==> src/rtl/fitness_eval_pkg.sv <==
`default_nettype none
// +----------------------------------------------------------------------------+
// | Package     : fitness_pkg                                                  |
// | Description : Shared widths, FSM state type and coefficient unpack helpers |
// |               for the lattice-energy fitness evaluator.                    |
// | Revision    : 1.0 - initial release                                        |
// +----------------------------------------------------------------------------+
package fitness_pkg;

    localparam int NUM_PARTICLE_TYPE        = 3;
    localparam int DATA_WIDTH               = 4;
    localparam int PARTICLE_LENGTH          = 2;
    localparam int LATTICE_LENGTH           = 11;
    localparam int SELF_FIT_LENGTH          = 10;
    localparam int SELF_ENERGY_VEC_LENGTH   = NUM_PARTICLE_TYPE * DATA_WIDTH;
    localparam int INTERATION_MATRIX_LENGTH = NUM_PARTICLE_TYPE * NUM_PARTICLE_TYPE * DATA_WIDTH;
    localparam int INDIVIDUAL_LENGTH        = LATTICE_LENGTH * PARTICLE_LENGTH;
    localparam int POP_SIZE                 = 50;

    // Sum widths are sized so the stage-2 adders can never overflow.
    localparam int SELF_SUM_W = DATA_WIDTH + $clog2(LATTICE_LENGTH);
    localparam int PAIR_SUM_W = DATA_WIDTH + $clog2(LATTICE_LENGTH - 1);
    localparam int RES_CNT_W  = $clog2(POP_SIZE);

    typedef enum logic [1:0] {
        IDLE = 2'd0,
        LOAD = 2'd1,
        RUN  = 2'd2
    } state_e;

    // self[code]; self[0] sits in the MSBs. Codes with no matching type give 0.
    function automatic logic [DATA_WIDTH-1:0] self_coef(
        input logic [SELF_ENERGY_VEC_LENGTH-1:0] vec,
        input logic [PARTICLE_LENGTH-1:0]        code
    );
        logic [DATA_WIDTH-1:0] res;
        res = '0;
        for (int t = 0; t < NUM_PARTICLE_TYPE; t++) begin
            if (code == PARTICLE_LENGTH'(t)) begin
                res = vec[(NUM_PARTICLE_TYPE-1-t)*DATA_WIDTH +: DATA_WIDTH];
            end
        end
        return res;
    endfunction

    // inter[a][b], row-major with inter[0][0] in the MSBs. Any invalid code gives 0.
    function automatic logic [DATA_WIDTH-1:0] inter_coef(
        input logic [INTERATION_MATRIX_LENGTH-1:0] mat,
        input logic [PARTICLE_LENGTH-1:0]          code_a,
        input logic [PARTICLE_LENGTH-1:0]          code_b
    );
        logic [DATA_WIDTH-1:0] res;
        res = '0;
        for (int a = 0; a < NUM_PARTICLE_TYPE; a++) begin
            for (int b = 0; b < NUM_PARTICLE_TYPE; b++) begin
                if ((code_a == PARTICLE_LENGTH'(a)) && (code_b == PARTICLE_LENGTH'(b))) begin
                    res = mat[(NUM_PARTICLE_TYPE*NUM_PARTICLE_TYPE-1-(a*NUM_PARTICLE_TYPE+b))*DATA_WIDTH +: DATA_WIDTH];
                end
            end
        end
        return res;
    endfunction

endpackage
`default_nettype wire

==> src/rtl/fitness_eval_if.sv <==
`default_nettype none
// +----------------------------------------------------------------------------+
// | Interface   : fitness_eval_if                                              |
// | Description : Coefficient, individual and result bundle of fitness_eval.  |
// |               master = stimulus side, slave = evaluator side.             |
// | Ports       : self_energy_vec_i, interact_matrix_i, individual_vec_i,      |
// |               in_valid_i, Set_data_i, ind_idx_i (master -> slave);         |
// |               out_valid_ff_o, done_ff_o, total_energy_ff_o,                |
// |               ind_wb_idx_ff_o (slave -> master)                            |
// | Revision    : 1.0 - initial release                                        |
// +----------------------------------------------------------------------------+
interface fitness_eval_if;
    import fitness_pkg::*;

    logic [SELF_ENERGY_VEC_LENGTH-1:0]   self_energy_vec_i;
    logic [INTERATION_MATRIX_LENGTH-1:0] interact_matrix_i;
    logic [INDIVIDUAL_LENGTH-1:0]        individual_vec_i;
    logic                                in_valid_i;
    logic                                Set_data_i;
    logic                                ind_idx_i;
    logic                                out_valid_ff_o;
    logic                                done_ff_o;
    logic [SELF_FIT_LENGTH-1:0]          total_energy_ff_o;
    logic                                ind_wb_idx_ff_o;

    modport master (
        output self_energy_vec_i, interact_matrix_i, individual_vec_i,
               in_valid_i, Set_data_i, ind_idx_i,
        input  out_valid_ff_o, done_ff_o, total_energy_ff_o, ind_wb_idx_ff_o
    );

    modport slave (
        input  self_energy_vec_i, interact_matrix_i, individual_vec_i,
               in_valid_i, Set_data_i, ind_idx_i,
        output out_valid_ff_o, done_ff_o, total_energy_ff_o, ind_wb_idx_ff_o
    );

endinterface
`default_nettype wire

==> src/rtl/fitness_eval_pair_energy_lut.sv <==
`default_nettype none
// +----------------------------------------------------------------------------+
// | Module      : pair_energy_lut                                              |
// | Description : Combinational interaction lookup inter[a][b] for one pair   |
// |               of adjacent particles.                                       |
// | Ports       : i_matrix  - packed interaction matrix                        |
// |               i_code_a  - left particle code                               |
// |               i_code_b  - right particle code                              |
// |               o_energy  - interaction coefficient (0 for invalid codes)    |
// | Revision    : 1.0 - initial release                                        |
// +----------------------------------------------------------------------------+
module pair_energy_lut
    import fitness_pkg::*;
(
    input  logic [INTERATION_MATRIX_LENGTH-1:0] i_matrix,
    input  logic [PARTICLE_LENGTH-1:0]          i_code_a,
    input  logic [PARTICLE_LENGTH-1:0]          i_code_b,
    output logic [DATA_WIDTH-1:0]               o_energy
);

    assign o_energy = inter_coef(i_matrix, i_code_a, i_code_b);

endmodule
`default_nettype wire

==> src/rtl/fitness_eval.sv <==
`default_nettype none
// +----------------------------------------------------------------------------+
// | Module      : fitness_eval                                                 |
// | Description : Pipelined lattice-energy fitness evaluator.                 |
// |               E = sum self[p_j] + 2 * sum inter[p_(j-1)][p_j]              |
// |               One individual per cycle, result 3 edges after the sampling  |
// |               edge, done pulse with every POP_SIZE-th result.              |
// | Ports       : clk_i  - clock, rising edge                                  |
// |               rst_n  - asynchronous reset, active HIGH                     |
// |               bus    - fitness_eval_if.slave (coefficients, individual,    |
// |                        handshake and result signals)                       |
// | Config      : FITNESS_SAT_EN - saturate the energy instead of wrapping     |
// | Revision    : 1.0 - initial release                                        |
// +----------------------------------------------------------------------------+
module fitness_eval
    import fitness_pkg::*;
(
    input  logic          clk_i,
    input  logic          rst_n,
    fitness_eval_if.slave bus
);

    state_e                              r_state;
    logic [SELF_ENERGY_VEC_LENGTH-1:0]   r_self_vec;
    logic [INTERATION_MATRIX_LENGTH-1:0] r_inter_mat;
    logic [RES_CNT_W-1:0]                r_res_cnt;

    // Beat capture register: the sampling edge.
    logic                                r_s0_valid;
    logic [INDIVIDUAL_LENGTH-1:0]        r_s0_ind;
    logic                                r_s0_idx;

    // S1: looked-up terms.
    logic                                         r_s1_valid;
    logic [LATTICE_LENGTH-1:0][DATA_WIDTH-1:0]    r_s1_self;
    logic [LATTICE_LENGTH-2:0][DATA_WIDTH-1:0]    r_s1_pair;
    logic                                         r_s1_idx;

    // S2: partial sums.
    logic                                r_s2_valid;
    logic [SELF_SUM_W-1:0]               r_s2_self_sum;
    logic [PAIR_SUM_W-1:0]               r_s2_pair_sum;
    logic                                r_s2_idx;

    // S3: registered outputs.
    logic                                r_out_valid;
    logic                                r_done;
    logic [SELF_FIT_LENGTH-1:0]          r_energy;
    logic                                r_out_idx;

    logic [LATTICE_LENGTH-1:0][DATA_WIDTH-1:0] w_self_terms;
    logic [LATTICE_LENGTH-2:0][DATA_WIDTH-1:0] w_pair_terms;
    logic [SELF_SUM_W-1:0]               w_self_sum;
    logic [PAIR_SUM_W-1:0]               w_pair_sum;
    logic [SELF_FIT_LENGTH-1:0]          w_total;
    logic                                w_flush;
    logic                                w_accept;

    // A reload request outside LOAD discards everything in flight; a beat
    // presented in the same cycle as the request is discarded with it.
    assign w_flush  = bus.Set_data_i && (r_state != LOAD);
    assign w_accept = bus.in_valid_i && (r_state == RUN) && !bus.Set_data_i;

    // ---------------- lookups (from the captured beat) ----------------
    always_comb begin
        w_self_terms = '0;
        for (int i = 0; i < LATTICE_LENGTH; i++) begin
            w_self_terms[i] = self_coef(r_self_vec, r_s0_ind[PARTICLE_LENGTH*i +: PARTICLE_LENGTH]);
        end
    end

    for (genvar j = 1; j < LATTICE_LENGTH; j++) begin : g_pair
        pair_energy_lut u_lut (
            .i_matrix (r_inter_mat),
            .i_code_a (r_s0_ind[PARTICLE_LENGTH*(j-1) +: PARTICLE_LENGTH]),
            .i_code_b (r_s0_ind[PARTICLE_LENGTH*j +: PARTICLE_LENGTH]),
            .o_energy (w_pair_terms[j-1])
        );
    end

    // ---------------- sums ----------------
    always_comb begin
        w_self_sum = '0;
        w_pair_sum = '0;
        for (int i = 0; i < LATTICE_LENGTH; i++) begin
            w_self_sum = w_self_sum + SELF_SUM_W'(r_s1_self[i]);
        end
        for (int i = 0; i < LATTICE_LENGTH - 1; i++) begin
            w_pair_sum = w_pair_sum + PAIR_SUM_W'(r_s1_pair[i]);
        end
    end

    // ---------------- final combine ----------------
`ifdef FITNESS_SAT_EN
    localparam int c_FULL_W = ((SELF_SUM_W > PAIR_SUM_W + 1) ? SELF_SUM_W : PAIR_SUM_W + 1) + 1;
    // Always at least one bit wider than the output so overflow is observable.
    localparam int c_CALC_W = (c_FULL_W > SELF_FIT_LENGTH) ? c_FULL_W : SELF_FIT_LENGTH + 1;
    logic [c_CALC_W-1:0] w_total_full;
    assign w_total_full = c_CALC_W'(r_s2_self_sum) + (c_CALC_W'(r_s2_pair_sum) << 1);
    assign w_total = (|w_total_full[c_CALC_W-1:SELF_FIT_LENGTH]) ?
                     {SELF_FIT_LENGTH{1'b1}} : w_total_full[SELF_FIT_LENGTH-1:0];
`else
    assign w_total = SELF_FIT_LENGTH'(r_s2_self_sum) + (SELF_FIT_LENGTH'(r_s2_pair_sum) << 1);
`endif

    // ---------------- datapath stages ----------------
    always_ff @(posedge clk_i or posedge rst_n) begin
        if (rst_n) begin
            r_s0_valid    <= 1'b0;
            r_s0_ind      <= '0;
            r_s0_idx      <= 1'b0;
            r_s1_valid    <= 1'b0;
            r_s1_self     <= '0;
            r_s1_pair     <= '0;
            r_s1_idx      <= 1'b0;
            r_s2_valid    <= 1'b0;
            r_s2_self_sum <= '0;
            r_s2_pair_sum <= '0;
            r_s2_idx      <= 1'b0;
        end else if (w_flush) begin
            r_s0_valid <= 1'b0;
            r_s1_valid <= 1'b0;
            r_s2_valid <= 1'b0;
        end else begin
            r_s0_valid <= w_accept;
            if (w_accept) begin
                r_s0_ind <= bus.individual_vec_i;
                r_s0_idx <= bus.ind_idx_i;
            end
            r_s1_valid <= r_s0_valid;
            if (r_s0_valid) begin
                r_s1_self <= w_self_terms;
                r_s1_pair <= w_pair_terms;
                r_s1_idx  <= r_s0_idx;
            end
            r_s2_valid <= r_s1_valid;
            if (r_s1_valid) begin
                r_s2_self_sum <= w_self_sum;
                r_s2_pair_sum <= w_pair_sum;
                r_s2_idx      <= r_s1_idx;
            end
        end
    end

    // ---------------- control FSM, result counter, output stage ----------------
    always_ff @(posedge clk_i or posedge rst_n) begin
        if (rst_n) begin
            r_state     <= IDLE;
            r_self_vec  <= '0;
            r_inter_mat <= '0;
            r_res_cnt   <= '0;
            r_out_valid <= 1'b0;
            r_done      <= 1'b0;
            r_energy    <= '0;
            r_out_idx   <= 1'b0;
        end else begin
            r_out_valid <= 1'b0;
            r_done      <= 1'b0;
            if (w_flush) begin
                r_state   <= LOAD;
                r_res_cnt <= '0;
            end else begin
                if (r_s2_valid) begin
                    r_out_valid <= 1'b1;
                    r_energy    <= w_total;
                    r_out_idx   <= r_s2_idx;
                    if (r_res_cnt == RES_CNT_W'(POP_SIZE - 1)) begin
                        r_done    <= 1'b1;
                        r_res_cnt <= '0;
                        if (r_state == RUN) begin
                            r_state <= IDLE;
                        end
                    end else begin
                        r_res_cnt <= r_res_cnt + 1'b1;
                    end
                end
                // Coefficients are captured once the reload request is released.
                if ((r_state == LOAD) && !bus.Set_data_i) begin
                    r_self_vec  <= bus.self_energy_vec_i;
                    r_inter_mat <= bus.interact_matrix_i;
                    r_state     <= RUN;
                end
            end
        end
    end

    assign bus.out_valid_ff_o    = r_out_valid;
    assign bus.done_ff_o         = r_done;
    assign bus.total_energy_ff_o = r_energy;
    assign bus.ind_wb_idx_ff_o   = r_out_idx;

endmodule
`default_nettype wire

==> src/flat_wrapper.sv <==
// flat-port wrapper written by rule: the top's interface ports become plain ports
module fitness_eval_flat import fitness_pkg::*;
  (clk_i, rst_n, bus_self_energy_vec_i, bus_interact_matrix_i, bus_individual_vec_i, bus_in_valid_i, bus_Set_data_i, bus_ind_idx_i, bus_out_valid_ff_o, bus_done_ff_o, bus_total_energy_ff_o, bus_ind_wb_idx_ff_o);
  fitness_eval_if bus_i ();
  input  logic clk_i;
  input  logic rst_n;
  input wire logic [$bits(bus_i.self_energy_vec_i)-1:0] bus_self_energy_vec_i;
  input wire logic [$bits(bus_i.interact_matrix_i)-1:0] bus_interact_matrix_i;
  input wire logic [$bits(bus_i.individual_vec_i)-1:0] bus_individual_vec_i;
  input wire logic [$bits(bus_i.in_valid_i)-1:0] bus_in_valid_i;
  input wire logic [$bits(bus_i.Set_data_i)-1:0] bus_Set_data_i;
  input wire logic [$bits(bus_i.ind_idx_i)-1:0] bus_ind_idx_i;
  output wire logic [$bits(bus_i.out_valid_ff_o)-1:0] bus_out_valid_ff_o;
  output wire logic [$bits(bus_i.done_ff_o)-1:0] bus_done_ff_o;
  output wire logic [$bits(bus_i.total_energy_ff_o)-1:0] bus_total_energy_ff_o;
  output wire logic [$bits(bus_i.ind_wb_idx_ff_o)-1:0] bus_ind_wb_idx_ff_o;
  assign bus_i.self_energy_vec_i = bus_self_energy_vec_i;
  assign bus_i.interact_matrix_i = bus_interact_matrix_i;
  assign bus_i.individual_vec_i = bus_individual_vec_i;
  assign bus_i.in_valid_i = bus_in_valid_i;
  assign bus_i.Set_data_i = bus_Set_data_i;
  assign bus_i.ind_idx_i = bus_ind_idx_i;
  assign bus_out_valid_ff_o = bus_i.out_valid_ff_o;
  assign bus_done_ff_o = bus_i.done_ff_o;
  assign bus_total_energy_ff_o = bus_i.total_energy_ff_o;
  assign bus_ind_wb_idx_ff_o = bus_i.ind_wb_idx_ff_o;
  fitness_eval u_core (.clk_i(clk_i), .rst_n(rst_n), .bus(bus_i));
endmodule
==> config.mk <==
export PLATFORM = sky130hd
export DESIGN_NAME = fitness_eval_flat
export DESIGN_NICKNAME = d
export VERILOG_FILES = /design/src/rtl/fitness_eval_pkg.sv /design/src/rtl/fitness_eval_if.sv /design/src/rtl/fitness_eval_pair_energy_lut.sv /design/src/rtl/fitness_eval.sv /design/src/flat_wrapper.sv
export SDC_FILE = /design/constraint.sdc
export NUM_CORES = 1
export LEC_CHECK = 0
export ABC_AREA = 1
export BUFFER_PORTS_ARGS = -buffer_cell sky130_fd_sc_hd__buf_4
export CAP_MARGIN = 10
export CORE_AREA = 2 2 164 166
export CTS_CLUSTER_DIAMETER = 200
export DETAILED_ROUTE_END_ITERATION = 10
export DIE_AREA = 0 0 166 168
export PLACE_DENSITY = 0.73
export SETUP_SLACK_MARGIN = 0.5
export SYNTH_ARGS = -nofsm -noshare
export SYNTH_HDL_FRONTEND = slang
export SYNTH_HIERARCHICAL = 1
export SYNTH_SLANG_ARGS = --single-unit
==> constraint.sdc <==
create_clock -name clk_i -period 8.45 [get_ports clk_i]
set_clock_uncertainty 0.1 [all_clocks]
set_input_delay 1.2675 -clock clk_i [delete_from_list [all_inputs] [get_ports clk_i]]
set_output_delay 1.2675 -clock clk_i [all_outputs]
set_load 0.02 [all_outputs]
==> results by group, run 1 <==
Job
  – Max Cap Viol: 0

Floorplanning
  – Die ar.: 27,900 sq um
  – IO Pins: 88
  – Die Y-Extent: 168 um
  – Die width: 166 um
  – Initial Util: 0.560
  – CORE AREA: 26,400 sq um
  – # rows: 60

Critical path
  – Critical path fanouts, max: 2
  – R2r setup slk: 4060 ps
  – Setup CP Type: flip-flop to flip-flop
  – Critical Path RT: 8700 ps
  – Crit. End Element: flip-flop
  – Critical Path Start Type: flip-flop
  – Crit path DAT: 4640 ps

Route
  – DR vias/cell: 5.56
  – # DRC: 0
  – DR WL/cell: 17.3 um
  – Post-DRT Antenna Nets: 0
  – DR vias: 13,716
  – WL final: 42,700 um
  – Initial drt markers: 1,463
  – Initial DRT Pass Iterations: 8

Global route
  – Vias in the first global route: 13,316
  – Gr ovfl total: 0
  – First-pass GRT wire length: 69,300 um
  – Initial antenna violation count: 2
  – Largest net degree at the start of global routing: 128
  – Tot GR Track Use: 0.315

Synth
  – Register area share after synthesis: 0.334
  – Post-synth net total: 2,228
  – Cells after Synth: 2,052
  – Synthesized cell area: 14,800 sq um
  – Post-synth top flop: dfrtp_1
  – Register bit total from synthesis: 197
  – Cell taking the most area after synthesis: dfrtp_1
  – Synthesized area per cell: 7.20 sq um
  – EDFF count, synth: 0
  – Syn. warnings: 6
  – Largest cells by area after synthesis: dfrtp_1 (33%), nand2_1 (17%), fa_1 (8.7%), inv_1 (7.2%), nand3_1 (6.5%)
  – Netlist cell types: 39
  – Post-synth ARST share: 1.00
  – Yosys top cell area share: 0.334

CTS
  – CTS Hold Bufs: 0
  – Setup repair bufs after CTS: 0
  – Root buf cell: clkbuf_16
  – Clk slew on worst S/H paths: 80 ps
  – Clock sinks: 197
  – Clock Path Buffers: 2
  – Clk Latency, worst-skew pair: 440 ps
  – TritonCTS clock tree: built
  – Num CTS Buffers: 17
  – H-tree levels: 4
  – Resized Gates After CTS: 0

Cells and area
  – Nets: 2,288
  – Layout area overhead: 9.50%
  – Ratio of cells with drive above 1 in the final layout: 0.130
  – Fillers: 2,407

STA
  – Crit path time final: 4390 ps
  – Final Max Tran Viols: 0
  – Max-slew headroom: 0.400
  – Part of the cycle the worst path needs: 0.519
  – # setup viols final: 0
  – Final Hold Fails: 0
  – Worst setup margin: 4060 ps
  – Least-Margin Pin Slew: 900 ps
  – Max frequency: 228 MHz
  – Final setup TNS: 0 ps
  – RSZ-0062 raised after global routing: false

Place
  – DP HPWL: 30,800 um
  – GP Congestion: 0.936
  – I/O Buffers: 87
  – Pre-CTS setup slack: 4090 ps

Run status
  – Status: finished clean

Min path
  – Worst Hold Class: flip-flop to flip-flop
==> cells in the mapped netlist (2+ instances only) <==
master,instances
nand2_1,663
inv_2,24
o21ai_2,2
fa_1,64
buf_4,2
or2_2,3
or2_0,10
a31oi_1,2
o221ai_1,31
clkbuf_2,2
xor2_1,4
o21ai_0,76
dfrtp_1,197
ha_1,37
o211ai_1,2
nand4_1,46
a21oi_1,44
o21ai_1,3
buf_2,29
nand2_4,2
nand3b_1,5
clkinv_1,4
xnor2_1,2
nor2_1,179
nor2_4,20
nor2_2,40
clkbuf_1,9
nand3_1,193
inv_1,282
nand2_2,22
buf_6,7
mux2_1,2
mux2_2,38
==> layer usage <==
metal | up-vias | wire [um] | track usage
met3 | 129 | 4080 | 0.0675
met1 | 6353 | 17400 | 0.410
met5 | - | 12 | 0
li1 | 6591 | - | -
met4 | 2 | 1500 | 0.123
met2 | 641 | 19700 | 0.520
==> logic make-up (layout without fill, tap and decap cells) <==
| kind of cell | count (synthesis) | in the layout | share of synthesized area |
|---|---|---|---|
| xor gates and xnor gates | 6 | 6 | 0.00356 |
| DFF | 197 | 197 | 0.334 |
| other | 0 | 1 | 0 |
| AOI/OAI and AO/OA | 162 | 162 | 0.0641 |
| buffers and inverters | 360 | 433 | 0.0984 |
| and+or+nand+nor | 1186 | 1186 | 0.351 |
| adders and majority gates | 101 | 101 | 0.118 |
| muxes | 40 | 40 | 0.0305 |
==> registers in the layout (all words and copies together) (netlist names), 2 cells and up <==
name,flops
u_core/r_res_cnt,6
u_core/r_inter_mat,36
u_core/r_s0_ind,22
u_core/r_s2_pair_sum,8
u_core/bus.total_energy_ff_o,10
u_core/r_self_vec,12
u_core/r_s2_self_sum,8
u_core/r_s1_self,44
u_core/r_state,2
u_core/r_s1_pair,40
==> final cells by class <==
| cell class | instances | area, sq um | area share |
|---|---|---|---|
| diodes | 1 | 2.50 | 0.000155 |
| clock buffers | 17 | 425 | 0.0263 |
| clock inverters | 15 | 148 | 0.00913 |
| inverters | 311 | 1180 | 0.0728 |
| multi-input cells | 1495 | 8380 | 0.518 |
| flip-flops and latches | 197 | 4930 | 0.305 |
| well taps | 341 | 427 | 0.0264 |
| repair buffers | 90 | 676 | 0.0418 |
==> critical path, cell delays in order, from the launching register on <==
cell     delay, ps
dfrtp_1        320
inv_1           60
fa_1           550
inv_1           60
fa_1           510
fa_1           530
fa_1           550
inv_1           60
fa_1           530
inv_1           40
ha_1           210
fa_1           400
nand3_1        120
nand3_1         80
a31oi_1        180
==> final timing paths <==
path                                            startpoint  depth (start not counted)                                  end
setup / recovery           u_core/r_s1_self[2]$_DFFE_PP0P_                         14  u_core/r_s2_self_sum[6]$_DFFE_PP0P_
hold / removal                 u_core/r_s1_idx$_DFFE_PP0P_                          2          u_core/r_s2_idx$_DFFE_PP0P_
setup reg to reg           u_core/r_s1_self[2]$_DFFE_PP0P_                         14  u_core/r_s2_self_sum[6]$_DFFE_PP0P_
hold reg to reg                u_core/r_s1_idx$_DFFE_PP0P_                          2          u_core/r_s2_idx$_DFFE_PP0P_
max in group asynchronous                            rst_n                          3      u_core/r_s1_pair[6]$_DFFE_PP0P_
min in group asynchronous                            rst_n                          2     u_core/r_s1_self[20]$_DFFE_PP0P_
==> layout by cell type (no fill, tap or decap), types with 24 or more instances in the layout <==
cell	n
nand2_1	663
nand4_1	46
fa_1	64
nand3_1	193
inv_2	24
mux2_2	38
o221ai_1	31
ha_1	37
o21ai_0	76
dfrtp_1	197
a21oi_1	44
nor2_2	40
inv_1	281
buf_4	90
nor2_1	179
==> metrics by stage <==
| step | instance area (sq um) | utilization | cells | hold WS (ps) |
|---|---|---|---|---|
| after global routing | 16200 | 0.613 | 2466 | 378 |
| after CTS | 16200 | 0.613 | 2466 | 368 |
| after global placement | 15600 | 0.592 | 2434 | 355 |
| after floorplan | 14800 | - | 2052 | 342 |
| final | 16200 | 0.614 | 2467 | 366 |
| after detailed placement | 15600 | 0.592 | 2434 | 351 |
Power of run 1 is not shown: default switching activity piles up to over one toggle a cycle in this logic, so the estimate is an artifact.
==> inputs of run 2 (changes only) <==
==> constraint.sdc (replaced) <==
create_clock -name clk_i -period 4.45 [get_ports clk_i]
set_clock_uncertainty 0.1 [all_clocks]
set_input_delay 0.6675 -clock clk_i [delete_from_list [all_inputs] [get_ports clk_i]]
set_output_delay 0.6675 -clock clk_i [all_outputs]
set_load 0.02 [all_outputs]
==> run 2 against run 1 <==
Sequential share of layout area decreased by 0.37 points. First-iteration DRC count decreased by 3.4%. Largest cell class unchanged. Register-to-register slack got worse by 3700 ps.
==> results by group, run 2 (synthesis results as in run 1) <==
Cells and area
  – Top Registers: u_core/r_s1_self x44, u_core/r_s1_pair x40, u_core/r_inter_mat x36
  – Ratio of cells with drive above 1 in the final layout: 0.149 (+0.0193)
  – Nets: 2,296 (+0.35%)
  – Commonest non-fill, non-tap cell in the layout: nand2_1
  – Fillers: 2,425 (+0.75%)
  – Commonest non-fill, non-tap cells in the layout: nand2_1 (660), inv_1 (268), dfrtp_1 (197), nand3_1 (189), nor2_1 (179)
  – Layout area overhead: 10.8%
  – Largest Register: u_core/r_s1_self
  – Number of flip-flops in the largest register: 44 (unchanged)
  – ANT cells: 0 (-1)

Critical path
  – Slowest CP cell: fa_1
  – Reg-to-Reg Start: u_core/r_s1_pair[22]$_DFFE_PP0P_
  – Critical Path RT: 4650 ps (-4050 ps)
  – Slowest stage delay, CP: 600 ps (+50 ps)
  – R2r worst-path depth: 11 (-3)
  – Setup CP Type: flip-flop to flip-flop
  – R2r setup slk: 350 ps (-3710 ps)
  – Critical path fanouts, max: 2 (unchanged)
  – Reg2reg end: u_core/r_s2_pair_sum[5]$_DFFE_PP0P_
  – Crit. End Element: flip-flop
  – Critical Path Start Type: flip-flop
  – Crit path DAT: 4300 ps (-340 ps)
  – Critical-path cell list: fa_1 > fa_1 > fa_2 > inv_2 > fa_2 > fa_1 > fa_2 > nand3b_1 > nand2_2 > xnor2_1 > o21ai_0
  – CP top delay family: adder cells
  – Buf+Inv Stages, Crit Path: 1 (-3)

STA
  – # setup viols final: 0 (unchanged)
  – Part of the cycle the worst path needs: 0.921 (+0.402)
  – Max-slew headroom: 0.372 (-0.0279)
  – Final Hold Fails: 0 (unchanged)
  – Least-Margin Pin Slew: 940 ps (+39.8 ps)
  – Final setup TNS: 0 ps (unchanged)
  – RSZ-0062 raised after global routing: true
  – Max frequency: 244 MHz (+7.1%)
  – Crit path time final: 4100 ps (-290 ps)
  – Final Max Tran Viols: 0 (unchanged)

Global route
  – Initial antenna violation count: 0 (-2)
  – Tot GR Track Use: 0.302 (-0.0135)
  – Largest net degree at the start of global routing: 88 (-31%)
  – First-pass GRT wire length: 67,500 um (-2.6%)
  – Gr ovfl total: 0 (unchanged)
  – Vias in the first global route: 13,456 (+1.1%)

CTS
  – H-tree levels: 4 (unchanged)
  – Clock Path Buffers: 2 (unchanged)
  – Num CTS Buffers: 17 (unchanged)
  – Clock sinks: 197 (unchanged)
  – Clk Latency, worst-skew pair: 450 ps (about the same)
  – Root buf cell: clkbuf_16
  – CTS Hold Bufs: 0 (unchanged)
  – Clk slew on worst S/H paths: 80 ps (about the same)
  – TritonCTS clock tree: built

Route
  – DR vias: 13,736 (+0.15%)
  – DR vias/cell: 5.55 (about the same)
  – WL final: 41,500 um (-2.9%)
  – Initial drt markers: 1,413 (-3.4%)
  – Post-DRT Antenna Nets: 0 (unchanged)
  – # DRC: 0 (unchanged)
  – DR WL/cell: 16.8 um (-3.1%)
  – Initial DRT Pass Iterations: 8 (unchanged)

Job
  – Max Cap Viol: 0 (unchanged)

Run status
  – Status: finished clean

Floorplanning
  – Die width: 166 um (unchanged)
  – Die Y-Extent: 168 um (unchanged)
  – # rows: 60 (unchanged)
  – IO Pins: 88 (unchanged)
  – Initial Util: 0.560 (unchanged)
  – CORE AREA: 26,400 sq um (unchanged)
  – Die ar.: 27,900 sq um (unchanged)

Place
  – DP HPWL: 31,200 um (+1.5%)
  – I/O Buffers: 87 (unchanged)
  – GP Congestion: 0.978 (+4.5%)

Min path
  – Worst Hold Class: input pin to async pin
run 2: changes by cell type in the layout (fill, tap and decap cells not counted), sizes merged:
cell | before | now
clkinvlp | 1 | 2
diode | 1 | 0
clkbuf | 17 | 19
buf | 90 | 98
clkinv | 12 | 8
run 2: through the flow:
stage	util	area [sq um]	hold slack, ps	cells	worst slack, ps
2_1_floorplan	-	14800	342	2052	500
3_5_place_dp	0.595	15700	366	2436	323
4_1_cts	0.619	16300	306	2471	317
3_3_place_gp	0.595	15700	359	2436	393
5_1_grt	0.621	16400	316	2473	187
6_report	0.621	16400	315	2473	351
run 2: worst reg2reg max path, delay by kind of cell, from the launching register on:
kind            cells  cell delay, ps
xor+xnor            1             110
compound gates      1              90
simple gates        2             280
flops               1             400
buf+inv             1              40
fa+ha+maj           6            2940
run 2: worst max-delay path by stage:
| stage | to | cells after the start | slack [ps] | from |
|---|---|---|---|---|
| after floorplan | u_core/r_s2_self_sum[6]$_DFFE_PP0P_ | 12 | 500 | u_core/r_s1_self[13]$_DFFE_PP0P_ |
| final | u_core/r_s2_pair_sum[5]$_DFFE_PP0P_ | 11 | 350 | u_core/r_s1_pair[22]$_DFFE_PP0P_ |
| after global placement | u_core/r_s2_self_sum[5]$_DFFE_PP0P_ | 15 | 390 | u_core/r_s1_self[15]$_DFFE_PP0P_ |
| after CTS | u_core/r_s2_pair_sum[4]$_DFFE_PP0P_ | 15 | 320 | u_core/r_s1_pair[11]$_DFFE_PP0P_ |
| after detailed placement | u_core/r_s2_self_sum[5]$_DFFE_PP0P_ | 15 | 320 | u_core/r_s1_self[15]$_DFFE_PP0P_ |
| after global routing | u_core/r_s2_pair_sum[5]$_DFFE_PP0P_ | 13 | 190 | u_core/r_s1_pair[2]$_DFFE_PP0P_ |
run 2: routing by layer:
metal | GRT usage | share of wire | up-vias
met4 | 0.126 | 0.035 | 0
met1 | 0.391 | 0.42 | 6502
met5 | 0 | 0 | -
li1 | - | - | 6582
met2 | 0.509 | 0.47 | 553
met3 | 0.0468 | 0.073 | 99
run 2: layout make-up:
class	count	area, sq um	share of cell area
multi-input combinational	1495	8520	0.520
tap	341	427	0.0261
clock buffer	19	443	0.0271
timing repair buffer	98	764	0.0467
inverter	311	1170	0.0717
sequential	197	4930	0.301
clock inverter	12	114	0.00696
run 2: timing repair:
item | 4_1_cts | 5_1_grt
hold endpoints to repair | 0 | 0
pin swaps | 30 | 12
buffers inserted | 4 | 2
gates resized for setup | 15 | 11
setup endpoints to repair | 9 | 11
Power of run 2 is left out for the same reason.
